[config.mk]
export PLATFORM = sky130hd
export DESIGN_NAME = ram32x4s_fifo_ctrl_flat
export DESIGN_NICKNAME = d
export VERILOG_FILES = /design/src/rtl/ram32x4s_fifo_ctrl_if.sv /design/src/rtl/ram32x4s_fifo_ctrl.sv /design/src/flat_wrapper.sv
export SDC_FILE = /design/constraint.sdc
export NUM_CORES = 1
export LEC_CHECK = 0
export BUFFER_PORTS_ARGS = -buffer_cell sky130_fd_sc_hd__buf_2
export CORE_ASPECT_RATIO = 1.2
export CORE_MARGIN = 5
export CORE_UTILIZATION = 45
export CTS_CLUSTER_SIZE = 25
export DETAILED_ROUTE_END_ITERATION = 10
export PLACE_DENSITY = 0.67
export SLEW_MARGIN = 40
export SYNTH_ARGS = -nofsm -noshare
export SYNTH_HDL_FRONTEND = slang
export SYNTH_SLANG_ARGS = --single-unit
export TNS_END_PERCENT = 1
[constraint.sdc]
create_clock -name WCLK -period 2.5 [get_ports WCLK]
set_clock_uncertainty 0.15 [all_clocks]
set_input_delay 0 -clock WCLK [delete_from_list [all_inputs] [get_ports WCLK]]
set_output_delay 0 -clock WCLK [all_outputs]
set_load 0.05 [all_outputs]
[src/rtl/ram32x4s_fifo_ctrl_if.sv]
// Handshake and RAM-port bundle for the 33-entry RAM32X4S FIFO controller.
// The slave modport is the controller and the master modport is the surrounding producer, consumer and RAM.
interface ram32x4s_fifo_ctrl_if;
  logic       IN_VALID;
  logic [3:0] IN_DATA;
  logic       IN_READY;
  logic       OUT_VALID;
  logic [3:0] OUT_DATA;
  logic       OUT_READY;
  logic [4:0] A;
  logic [3:0] D;
  logic       WE;
  logic [3:0] O;
  logic [5:0] COUNT;
  logic       ALMOST_FULL;
  logic       ALMOST_EMPTY;

  modport slave (
    input  IN_VALID, IN_DATA, OUT_READY, O,
    output IN_READY, OUT_VALID, OUT_DATA, A, D, WE, COUNT, ALMOST_FULL, ALMOST_EMPTY
  );

  modport master (
    output IN_VALID, IN_DATA, OUT_READY, O,
    input  IN_READY, OUT_VALID, OUT_DATA, A, D, WE, COUNT, ALMOST_FULL, ALMOST_EMPTY
  );
endinterface

[src/rtl/ram32x4s_fifo_ctrl.sv]
// 32x4 FIFO around one shared-address RAM32X4S plus a registered head entry (33 total).
// Push-to-OUT_VALID latency is 2 cycles; IN_READY drops at ram_cnt=32, and the head entry holds while OUT_READY=0.
module ram32x4s_fifo_ctrl #(
  parameter int AF_LEVEL = 28,
  parameter int AE_LEVEL = 2
) (
  input  logic                 WCLK,
  input  logic                 CLR,
  ram32x4s_fifo_ctrl_if.slave  bus
);

  localparam logic [5:0] AF_TH   = 6'(AF_LEVEL);
  localparam logic [5:0] AE_TH   = 6'(AE_LEVEL);
  localparam logic [5:0] RAM_CAP = 6'd32;

  logic [4:0] wptr;
  logic [4:0] rptr;
  logic [5:0] ram_cnt;
  logic [5:0] ram_cnt_nxt;
  logic [5:0] count;
  logic       out_valid;
  logic       out_valid_nxt;
  logic [3:0] out_data;
  logic       last_grant;

  logic want_wr;
  logic want_rd;
  logic grant_wr;
  logic grant_rd;

  assign want_wr = bus.IN_VALID && (ram_cnt < RAM_CAP);
  assign want_rd = (ram_cnt != 6'd0) && (!out_valid || bus.OUT_READY);

  // Under contention the side that did not win last time gets the shared address.
  assign grant_wr = want_wr && (!want_rd || !last_grant);
  assign grant_rd = want_rd && (!want_wr ||  last_grant);

  assign bus.A        = grant_wr ? wptr : rptr;
  assign bus.D        = bus.IN_DATA;
  assign bus.WE       = grant_wr && !CLR;
  assign bus.IN_READY = grant_wr && !CLR;

  assign bus.OUT_VALID    = out_valid;
  assign bus.OUT_DATA     = out_data;
  assign bus.COUNT        = count;
  assign bus.ALMOST_FULL  = (count >= AF_TH);
  assign bus.ALMOST_EMPTY = (count <= AE_TH);

  always_comb begin
    ram_cnt_nxt   = ram_cnt;
    out_valid_nxt = out_valid;
    if (grant_wr) begin
      ram_cnt_nxt = ram_cnt + 6'd1;
    end else if (grant_rd) begin
      ram_cnt_nxt = ram_cnt - 6'd1;
    end
    if (grant_rd) begin
      out_valid_nxt = 1'b1;
    end else if (out_valid && bus.OUT_READY) begin
      out_valid_nxt = 1'b0;
    end
  end

  always_ff @(posedge WCLK or posedge CLR) begin
    if (CLR) begin
      wptr       <= 5'd0;
      rptr       <= 5'd0;
      ram_cnt    <= 6'd0;
      count      <= 6'd0;
      out_valid  <= 1'b0;
      out_data   <= 4'd0;
      last_grant <= 1'b0;
    end else begin
      ram_cnt   <= ram_cnt_nxt;
      out_valid <= out_valid_nxt;
      count     <= ram_cnt_nxt + {5'd0, out_valid_nxt};
      if (grant_wr) begin
        wptr       <= wptr + 5'd1;
        last_grant <= 1'b1;
      end
      if (grant_rd) begin
        rptr       <= rptr + 5'd1;
        out_data   <= bus.O;
        last_grant <= 1'b0;
      end
    end
  end

endmodule

[src/flat_wrapper.sv]
// flat-port wrapper written by rule: the top's interface ports become plain ports
module ram32x4s_fifo_ctrl_flat 
#(
  parameter int AF_LEVEL = 28,
  parameter int AE_LEVEL = 2
)
  (WCLK, CLR, bus_IN_VALID, bus_IN_DATA, bus_OUT_READY, bus_O, bus_IN_READY, bus_OUT_VALID, bus_OUT_DATA, bus_A, bus_D, bus_WE, bus_COUNT, bus_ALMOST_FULL, bus_ALMOST_EMPTY);
  ram32x4s_fifo_ctrl_if bus_i ();
  input  logic WCLK;
  input  logic CLR;
  input wire logic [$bits(bus_i.IN_VALID)-1:0] bus_IN_VALID;
  input wire logic [$bits(bus_i.IN_DATA)-1:0] bus_IN_DATA;
  input wire logic [$bits(bus_i.OUT_READY)-1:0] bus_OUT_READY;
  input wire logic [$bits(bus_i.O)-1:0] bus_O;
  output wire logic [$bits(bus_i.IN_READY)-1:0] bus_IN_READY;
  output wire logic [$bits(bus_i.OUT_VALID)-1:0] bus_OUT_VALID;
  output wire logic [$bits(bus_i.OUT_DATA)-1:0] bus_OUT_DATA;
  output wire logic [$bits(bus_i.A)-1:0] bus_A;
  output wire logic [$bits(bus_i.D)-1:0] bus_D;
  output wire logic [$bits(bus_i.WE)-1:0] bus_WE;
  output wire logic [$bits(bus_i.COUNT)-1:0] bus_COUNT;
  output wire logic [$bits(bus_i.ALMOST_FULL)-1:0] bus_ALMOST_FULL;
  output wire logic [$bits(bus_i.ALMOST_EMPTY)-1:0] bus_ALMOST_EMPTY;
  assign bus_i.IN_VALID = bus_IN_VALID;
  assign bus_i.IN_DATA = bus_IN_DATA;
  assign bus_i.OUT_READY = bus_OUT_READY;
  assign bus_i.O = bus_O;
  assign bus_IN_READY = bus_i.IN_READY;
  assign bus_OUT_VALID = bus_i.OUT_VALID;
  assign bus_OUT_DATA = bus_i.OUT_DATA;
  assign bus_A = bus_i.A;
  assign bus_D = bus_i.D;
  assign bus_WE = bus_i.WE;
  assign bus_COUNT = bus_i.COUNT;
  assign bus_ALMOST_FULL = bus_i.ALMOST_FULL;
  assign bus_ALMOST_EMPTY = bus_i.ALMOST_EMPTY;
  ram32x4s_fifo_ctrl #(.AF_LEVEL(AF_LEVEL), .AE_LEVEL(AE_LEVEL)) u_core (.WCLK(WCLK), .CLR(CLR), .bus(bus_i));
endmodule
==> reports/metrics.yaml, run 1 <==
worst_setup_path:
  crit_path_end_kind: "flip-flop"
  slowest_delay_ns: 0.52
  path_cells: "inv_2 > ha_4 > or4b_4 > buf_6 > buf_4 > a311oi_2 > a21oi_2 > xnor2_2 > nand4_1 > xnor2_1"
  cp.arrival_ns: 2.58
  critPathMaxFanout: 4
  slowest_stage: "or4b_4"
  crit_required_ns: 2.52
  start_kind: "flip-flop"
  crit_type: "flip-flop to flip-flop"
floorplanning:
  fp.coreArea_mm2: 0.00331
  die_height_um: 73.8
  num_rows: 23
  start_util_pct: 46.0
  die_area_mm2: 0.00466
  fp.dieW_um: 63.1
  num_io_pins: 36
route:
  drc: 0
  via_per_inst: 5.38
  antenna_left: 0
  drtIter0Drc: 49
  vias: 1232
  wl_per_cell_um: 15.2
  firstDrtPassIters: 4
  routed_wl_um: 3470
clocking:
  cts_tree: "done"
  clockRootBuffer: "clkbuf_8"
  cts_max_level: 1
  cts.sinks: 28
  cts_buffer_depth: 2
  numCtsBuffers: 3
  insertion_delay_ns: 0.28
  clkTransAtPathRegs_ns: 0.10
grt:
  grt_pass1_vias: 1278
  antenna_found_initial: 0
  grt_max_degree: 29
  grtUsageTotal_pct: 15.7
  grt_pass1_wl_um: 5840
  grt-ovfl-total: 0
pwr:
  p_seq_share_pct: 27.7
  combPwrFrac_pct: 60.4
  power_switching_mw: 1.40
  p_leak_nw: 0.935
  netSwitchingFraction_pct: 46.5
  p_per_area_mw_per_mm2: 1460
  p_clk_share_pct: 11.9
  finalPower_mw: 3.01
  cell_internal_pwr_mw: 1.61
  vdd_ir_drop_max_v: 0.00103
placed_design:
  gp_congestion: 0.790
  dp_hpwl_um: 2480
  port_buffers: 27
final_layout:
  drive_gt1_share_pct: 39.1
  final_nets: 212
  final_common_cell: "dfrtp_1"
  diodes: 0
  layout_common_cells: "dfrtp_1, buf_2, nand2_1"
  area_growth_pct: 35.5
timing:
  final_max_slew_viol_count: 0
  timing.final.crit_period_ns: 2.56
  rsz0062_at_grt: "true"
  worst_slack_ns: -0.0647
  worstMarginPinSlew_ns: 0.569
  hold_viol_final: 0
  hold_ws_ns: 0.212
  clock.fmax_mhz: 390
  fin_crit_sh_pct: 103
  setup_violations: 4
  slew_headroom_pct: 62.1
synth:
  ys_seq_area_share_pct: 46.0
  ys_warn_count: 0
  synthCells: 140
  synth_fp_nets: 159
  synth_seq_cells: 28
  syn-cell-area_mm2: 0.00152
  synth_cell_types: 38
  synth_area_per_cell_um2: 10.9
worst_hold_path:
  min_path_type: "primary input to async pin"
status:
  outcome: "complete, but fails checks"
  violations: "setup timing"
job:
  drv_cap: 0
[worst paths after layout]
check	slack [ns]	end	from	depth (start not counted)
worst max register to register	-0.06	u_core.bus.COUNT[5]	u_core.ram_cnt[0]	10
worst min register to register	0.33	u_core.wptr[4]	u_core.wptr[4]	1
min in group WCLK	0.26	u_core.last_grant	bus_IN_VALID	3
worst max-delay path	-0.06	u_core.bus.COUNT[5]	u_core.ram_cnt[0]	10
worst min-delay path	0.21	u_core.ram_cnt[1]	CLR	4
max in group asynchronous	1.72	u_core.rptr[4]	CLR	4
[timing repair]
action                     4_1_cts  5_1_grt
pin swaps                        1        8
hold endpoints to repair        36        0
setup endpoints to repair       12       12
buffers inserted                 3        2
gates resized for setup         16        7
hold buffers                     9        0
[kinds of logic after synthesis]
group | after synthesis | synth area share (%)
AO/OA/AOI/OAI | 20 | 12.2
XOR/XNOR | 15 | 9.11
adder cells (fa/ha/maj) | 7 | 5.75
buffers and inverters | 17 | 6.57
flip-flops | 28 | 46.0
multiplexers | 8 | 5.75
AND/OR/NAND/NOR | 45 | 14.7
[power by group through the flow]
stage	Combinational (mW)	Sequential, mW	Clock, mW
final	1.81	0.834	0.358
after global routing	1.97	0.866	0.387
after CTS	1.73	0.835	0.365
after detailed placement	1.61	0.838	0
after global placement	1.57	0.829	0
after floorplan	0.888	1.06	0
[layout make-up]
| class | instances | area [um^2] |
|---|---|---|
| fillers | 247 | 1240 |
| multi-input cells | 95 | 796 |
| flip-flops and latches | 28 | 701 |
| repair buffers | 60 | 432 |
| well taps | 37 | 46.3 |
| clock buffers | 3 | 41.3 |
| clock inverters | 1 | 30.0 |
| inverters | 5 | 18.8 |
[cells in the mapped netlist]
cell type | instances | area share (%)
nand2_1 | 25 | 6.2
buf_6 | 2 | 1.5
a311oi_2 | 1 | 0.98
dfrtp_1 | 28 | 46
or4b_1 | 2 | 1.3
a21o_1 | 1 | 0.49
xnor2_1 | 11 | 6.3
or2_2 | 1 | 0.41
nand4_1 | 5 | 2.1
mux2i_1 | 2 | 1.3
nand2b_1 | 3 | 1.2
a31o_2 | 1 | 0.57
a21oi_1 | 2 | 0.66
o21ai_0 | 2 | 0.66
or4_1 | 1 | 0.49
xor2_1 | 3 | 1.7
a2111oi_0 | 1 | 0.57
inv_1 | 5 | 1.2
o221a_1 | 1 | 0.74
nand3_1 | 3 | 0.98
nor2b_1 | 2 | 0.82
mux2_1 | 6 | 4.4
clkbuf_1 | 3 | 0.74
a21oi_2 | 1 | 0.57
buf_2 | 2 | 0.66
a21boi_1 | 1 | 0.49
o211ai_1 | 3 | 1.5
o21ai_1 | 2 | 0.66
ha_1 | 7 | 5.7
buf_4 | 5 | 2.5
nor4_1 | 1 | 0.41
a211o_1 | 1 | 0.57
xnor2_2 | 1 | 1.1
nand3b_1 | 1 | 0.49
nor3_1 | 1 | 0.33
o221ai_4 | 1 | 1.7
o31a_1 | 1 | 0.57
a31oi_4 | 1 | 1.4
[layer usage]
metal  vias to the layer above  track usage (%)  wire length (um)
met1                       610             17.6              1380
met3                         6             3.98               140
li1                        584                -                 -
met2                        32             28.1              1900
met4                         0             6.84                42
met5                         -                0                 0
[sequential cells by signal, summed over array words and instances (netlist names)]
name,cells
u_core.bus.COUNT,6
u_core.ram_cnt,6
u_core.rptr,5
u_core.wptr,5
u_core.bus.OUT_DATA,4
u_core.bus.OUT_VALID,1
u_core.last_grant,1
[worst max-delay path: cells and delay by family (launching register included)]
kind | cells | cell delay [ns]
AND/OR/NAND/NOR | 2 | 0.67
XOR/XNOR | 2 | 0.42
flip-flops | 1 | 0.40
buffers and inverters | 3 | 0.39
AO/OA/AOI/OAI | 2 | 0.30
adder cells (fa/ha/maj) | 1 | 0.13
[per-stage QoR]
step                cell area [um^2]  TNS, ns  instances  util (%)  setup WS, ns
detailed placement              1780   -0.543        211      53.7        -0.154
finish                          2060  -0.0977        229      62.4       -0.0647
CTS                             2010  -0.0901        227      60.8       -0.0344
global route                    2060   -0.953        229      62.4        -0.178
global placement                1780   -0.174        211      53.7       -0.0722
floorplan                       1540  -0.0229        140         -       -0.0181
No activity file was read; power rests on OpenSTA's default activity.
==> inputs of run 2 (changes only) <==
--- a/config.mk
+++ b/config.mk
@@ -16,4 +16,4 @@
 export SYNTH_ARGS = -nofsm -noshare
 export SYNTH_HDL_FRONTEND = slang
 export SYNTH_SLANG_ARGS = --single-unit
-export TNS_END_PERCENT = 1
+export TNS_END_PERCENT = 30
==> run 2 against run 1 <==
- the flow still finishes with violations (setup timing)
- critical path depth unchanged
- combinational power up 3%
- via count increased by 0.49%
- sequential power about the same
- die area stayed put
- non-clock buffer count is 3 higher
- register-to-register slack better by 0.03 ns
- first-iteration DRC count unchanged
- critical path type unchanged
- critical endpoint is now u_core.bus.COUNT[4]
- highest routed layer unchanged
==> reports/metrics.yaml, run 2 (synthesis gave the netlist of run 1 again) <==
timing:
  worst_slack_ns: -0.0317  # +0.0330 ns
  worstMarginPinSlew_ns: 0.596  # +0.0270 ns
  fin_crit_sh_pct: 101  # -1.3 points
  hold_viol_final: 0  # unchanged
  rsz0062_at_grt: "true"
  clock.fmax_mhz: 395  # +1.3%
  final_max_slew_viol_count: 0  # unchanged
  slew_headroom_pct: 60.3  # -1.8 points
  setup_violations: 3  # -1
  timing.final.crit_period_ns: 2.53  # -0.0330 ns
clocking:
  cts_tree: "done"
  numCtsBuffers: 3  # unchanged
  clkTransAtPathRegs_ns: 0.09  # about the same
  cts_buffer_depth: 2  # unchanged
  insertion_delay_ns: 0.27  # about the same
  cts.sinks: 28  # unchanged
  clockRootBuffer: "clkbuf_8"
  cts_max_level: 1  # unchanged
worst_setup_path:
  crit_family: "simple AND/OR/NAND/NOR gates"
  path_depth: 10  # unchanged
  critPathMaxFanout: 4  # unchanged
  path_cells: "inv_2 > ha_4 > or4b_4 > buf_6 > o221ai_4 > nand3_2 > nand2_1 > ha_2 > nand3_1 > xnor2_1"
  cp.arrival_ns: 2.54  # -0.04 ns
  slowest_stage: "or4b_4"
  crit_path_end_kind: "flip-flop"
  r2r_cells: 10  # unchanged
  crit_required_ns: 2.51  # about the same
  start_kind: "flip-flop"
  slowest_delay_ns: 0.52  # about the same
  crit_type: "flip-flop to flip-flop"
  critPathBufInv: 2  # -1
  reg2reg_slack_ns: -0.03  # +0.03 ns
grt:
  grt_pass1_vias: 1289  # +0.86%
  grt_max_degree: 29  # unchanged
  grt-ovfl-total: 0  # unchanged
  grt_pass1_wl_um: 6110  # +4.7%
  antenna_found_initial: 0  # unchanged
  grtUsageTotal_pct: 16.4  # +0.71 points
pwr:
  vdd_ir_drop_max_v: 0.00107  # +3.5%
  p_leak_nw: 0.957  # +2.4%
  p_clk_share_pct: 11.6  # -0.3 points
  p_seq_share_pct: 27.4  # -0.3 points
  finalPower_mw: 3.05  # +1.6%
  p_per_area_mw_per_mm2: 1450  # -0.45%
  power_switching_mw: 1.41  # +1.2%
  netSwitchingFraction_pct: 46.3  # -0.20 points
  cell_internal_pwr_mw: 1.64  # +2.0%
  combPwrFrac_pct: 61.0  # +0.6 points
placed_design:
  gp_congestion: 0.790  # unchanged
  place_area_mm2: 0.00178  # unchanged
  dp_hpwl_um: 2480  # unchanged
  port_buffers: 27  # unchanged
route:
  antenna_left: 0  # unchanged
  via_per_inst: 5.34  # -0.81%
  firstDrtPassIters: 4  # unchanged
  drc: 0  # unchanged
  vias: 1238  # +0.49%
  drtIter0Drc: 49  # unchanged
  wl_per_cell_um: 15.1  # -0.47%
  routed_wl_um: 3500  # +0.84%
floorplanning:
  start_util_pct: 46.0  # unchanged
  fp.dieW_um: 63.1  # unchanged
  num_io_pins: 36  # unchanged
  fp.coreArea_mm2: 0.00331  # unchanged
  die_height_um: 73.8  # unchanged
  num_rows: 23  # unchanged
  die_area_mm2: 0.00466  # unchanged
final_layout:
  final_common_cell: "dfrtp_1"
  layout_common_cells: "dfrtp_1, buf_2, nand2_1, buf_4, xnor2_1"
  fin_area_mm2: 0.00211  # +2.1%
  area_growth_pct: 38.3
  diodes: 0  # unchanged
  fillers: 242  # -2.0%
  drive_gt1_share_pct: 41.5  # +2.5 points
  final_nets: 215  # +1.4%
job:
  drv_cap: 0  # unchanged
worst_hold_path:
  min_path_type: "primary input to async pin"
status:
  outcome: "complete, but fails checks"
  violations: "setup timing"
## run 2: cell count changes in the layout (fill, tap and decap cells not counted)
cell,previous run,this run
mux2_1,6,5
buf_6,5,7
o21ai_1,1,0
o21ai_2,0,1
o221a_1,1,0
buf_4,22,23
mux2_2,0,1
o221a_4,0,1
## run 2: timing repair
item | in CTS | in global routing
resized for setup | 21 | 8
pin swaps | 2 | 7
endpoints found under the hold margin | 36 | 0
setup endpoints to repair | 12 | 11
hold buffers | 9 | 0
buffers inserted | 6 | 2
## run 2: path summary, 6_finish.rpt
kind                                    from                  end
max                        u_core.ram_cnt[1]  u_core.bus.COUNT[4]
min                                      CLR    u_core.last_grant
max reg2reg                u_core.ram_cnt[1]  u_core.bus.COUNT[4]
min reg2reg                   u_core.wptr[4]       u_core.wptr[4]
max in group asynchronous                CLR  u_core.bus.COUNT[1]
min in group WCLK               bus_IN_VALID    u_core.last_grant
## run 2: worst reg2reg max path, stage by stage, from the launching register on
cell and delay (ns):
dfrtp_1 0.40, inv_2 0.09, ha_4 0.13, or4b_4 0.52, buf_6 0.17, o221ai_4 0.21, nand3_2 0.17, nand2_1 0.16
ha_2 0.21, nand3_1 0.08, xnor2_1 0.14
## run 2: power groups by stage
stage          registers, mW  clock network, mW  logic, mW
6_report               0.837              0.353       1.86
5_1_grt                0.866              0.385       2.01
4_1_cts                0.835              0.365       1.79
3_5_place_dp           0.838                  0       1.61
3_3_place_gp           0.829                  0       1.57
2_1_floorplan           1.06                  0      0.888
## run 2: per-stage QoR
step,hold slack [ns],std cells,TNS (ns),utilization (%),setup slack [ns]
finish,0.212,232,-0.0612,63.7,-0.0317
detailed placement,-0.150,211,-0.543,53.7,-0.154
floorplan,-0.0846,140,-0.0229,-,-0.0181
CTS,0.215,230,0,62.4,0.00118
global route,0.267,232,-0.798,63.7,-0.147
global placement,-0.150,211,-0.174,53.7,-0.0722
## run 2: metal layers
metal | track usage, % | share of wire [%] | vias to the layer above
li1 | - | - | 594
met1 | 19.9 | 40 | 610
met2 | 29.0 | 55 | 26
met3 | 3.06 | 2.8 | 8
met4 | 5.90 | 1.9 | 0
met5 | 0 | 0 | -
## run 2: cell type report
| class | instances | area [um^2] | share of cell area, % |
|---|---|---|---|
| multi-input combinational | 95 | 808 | 38.4 |
| sequential | 28 | 701 | 33.3 |
| timing repair buffer | 63 | 462 | 21.9 |
| tap | 37 | 46.3 | 2.20 |
| clock buffer | 3 | 41.3 | 1.96 |
| clock inverter | 1 | 30.0 | 1.43 |
| inverter | 5 | 18.8 | 0.891 |
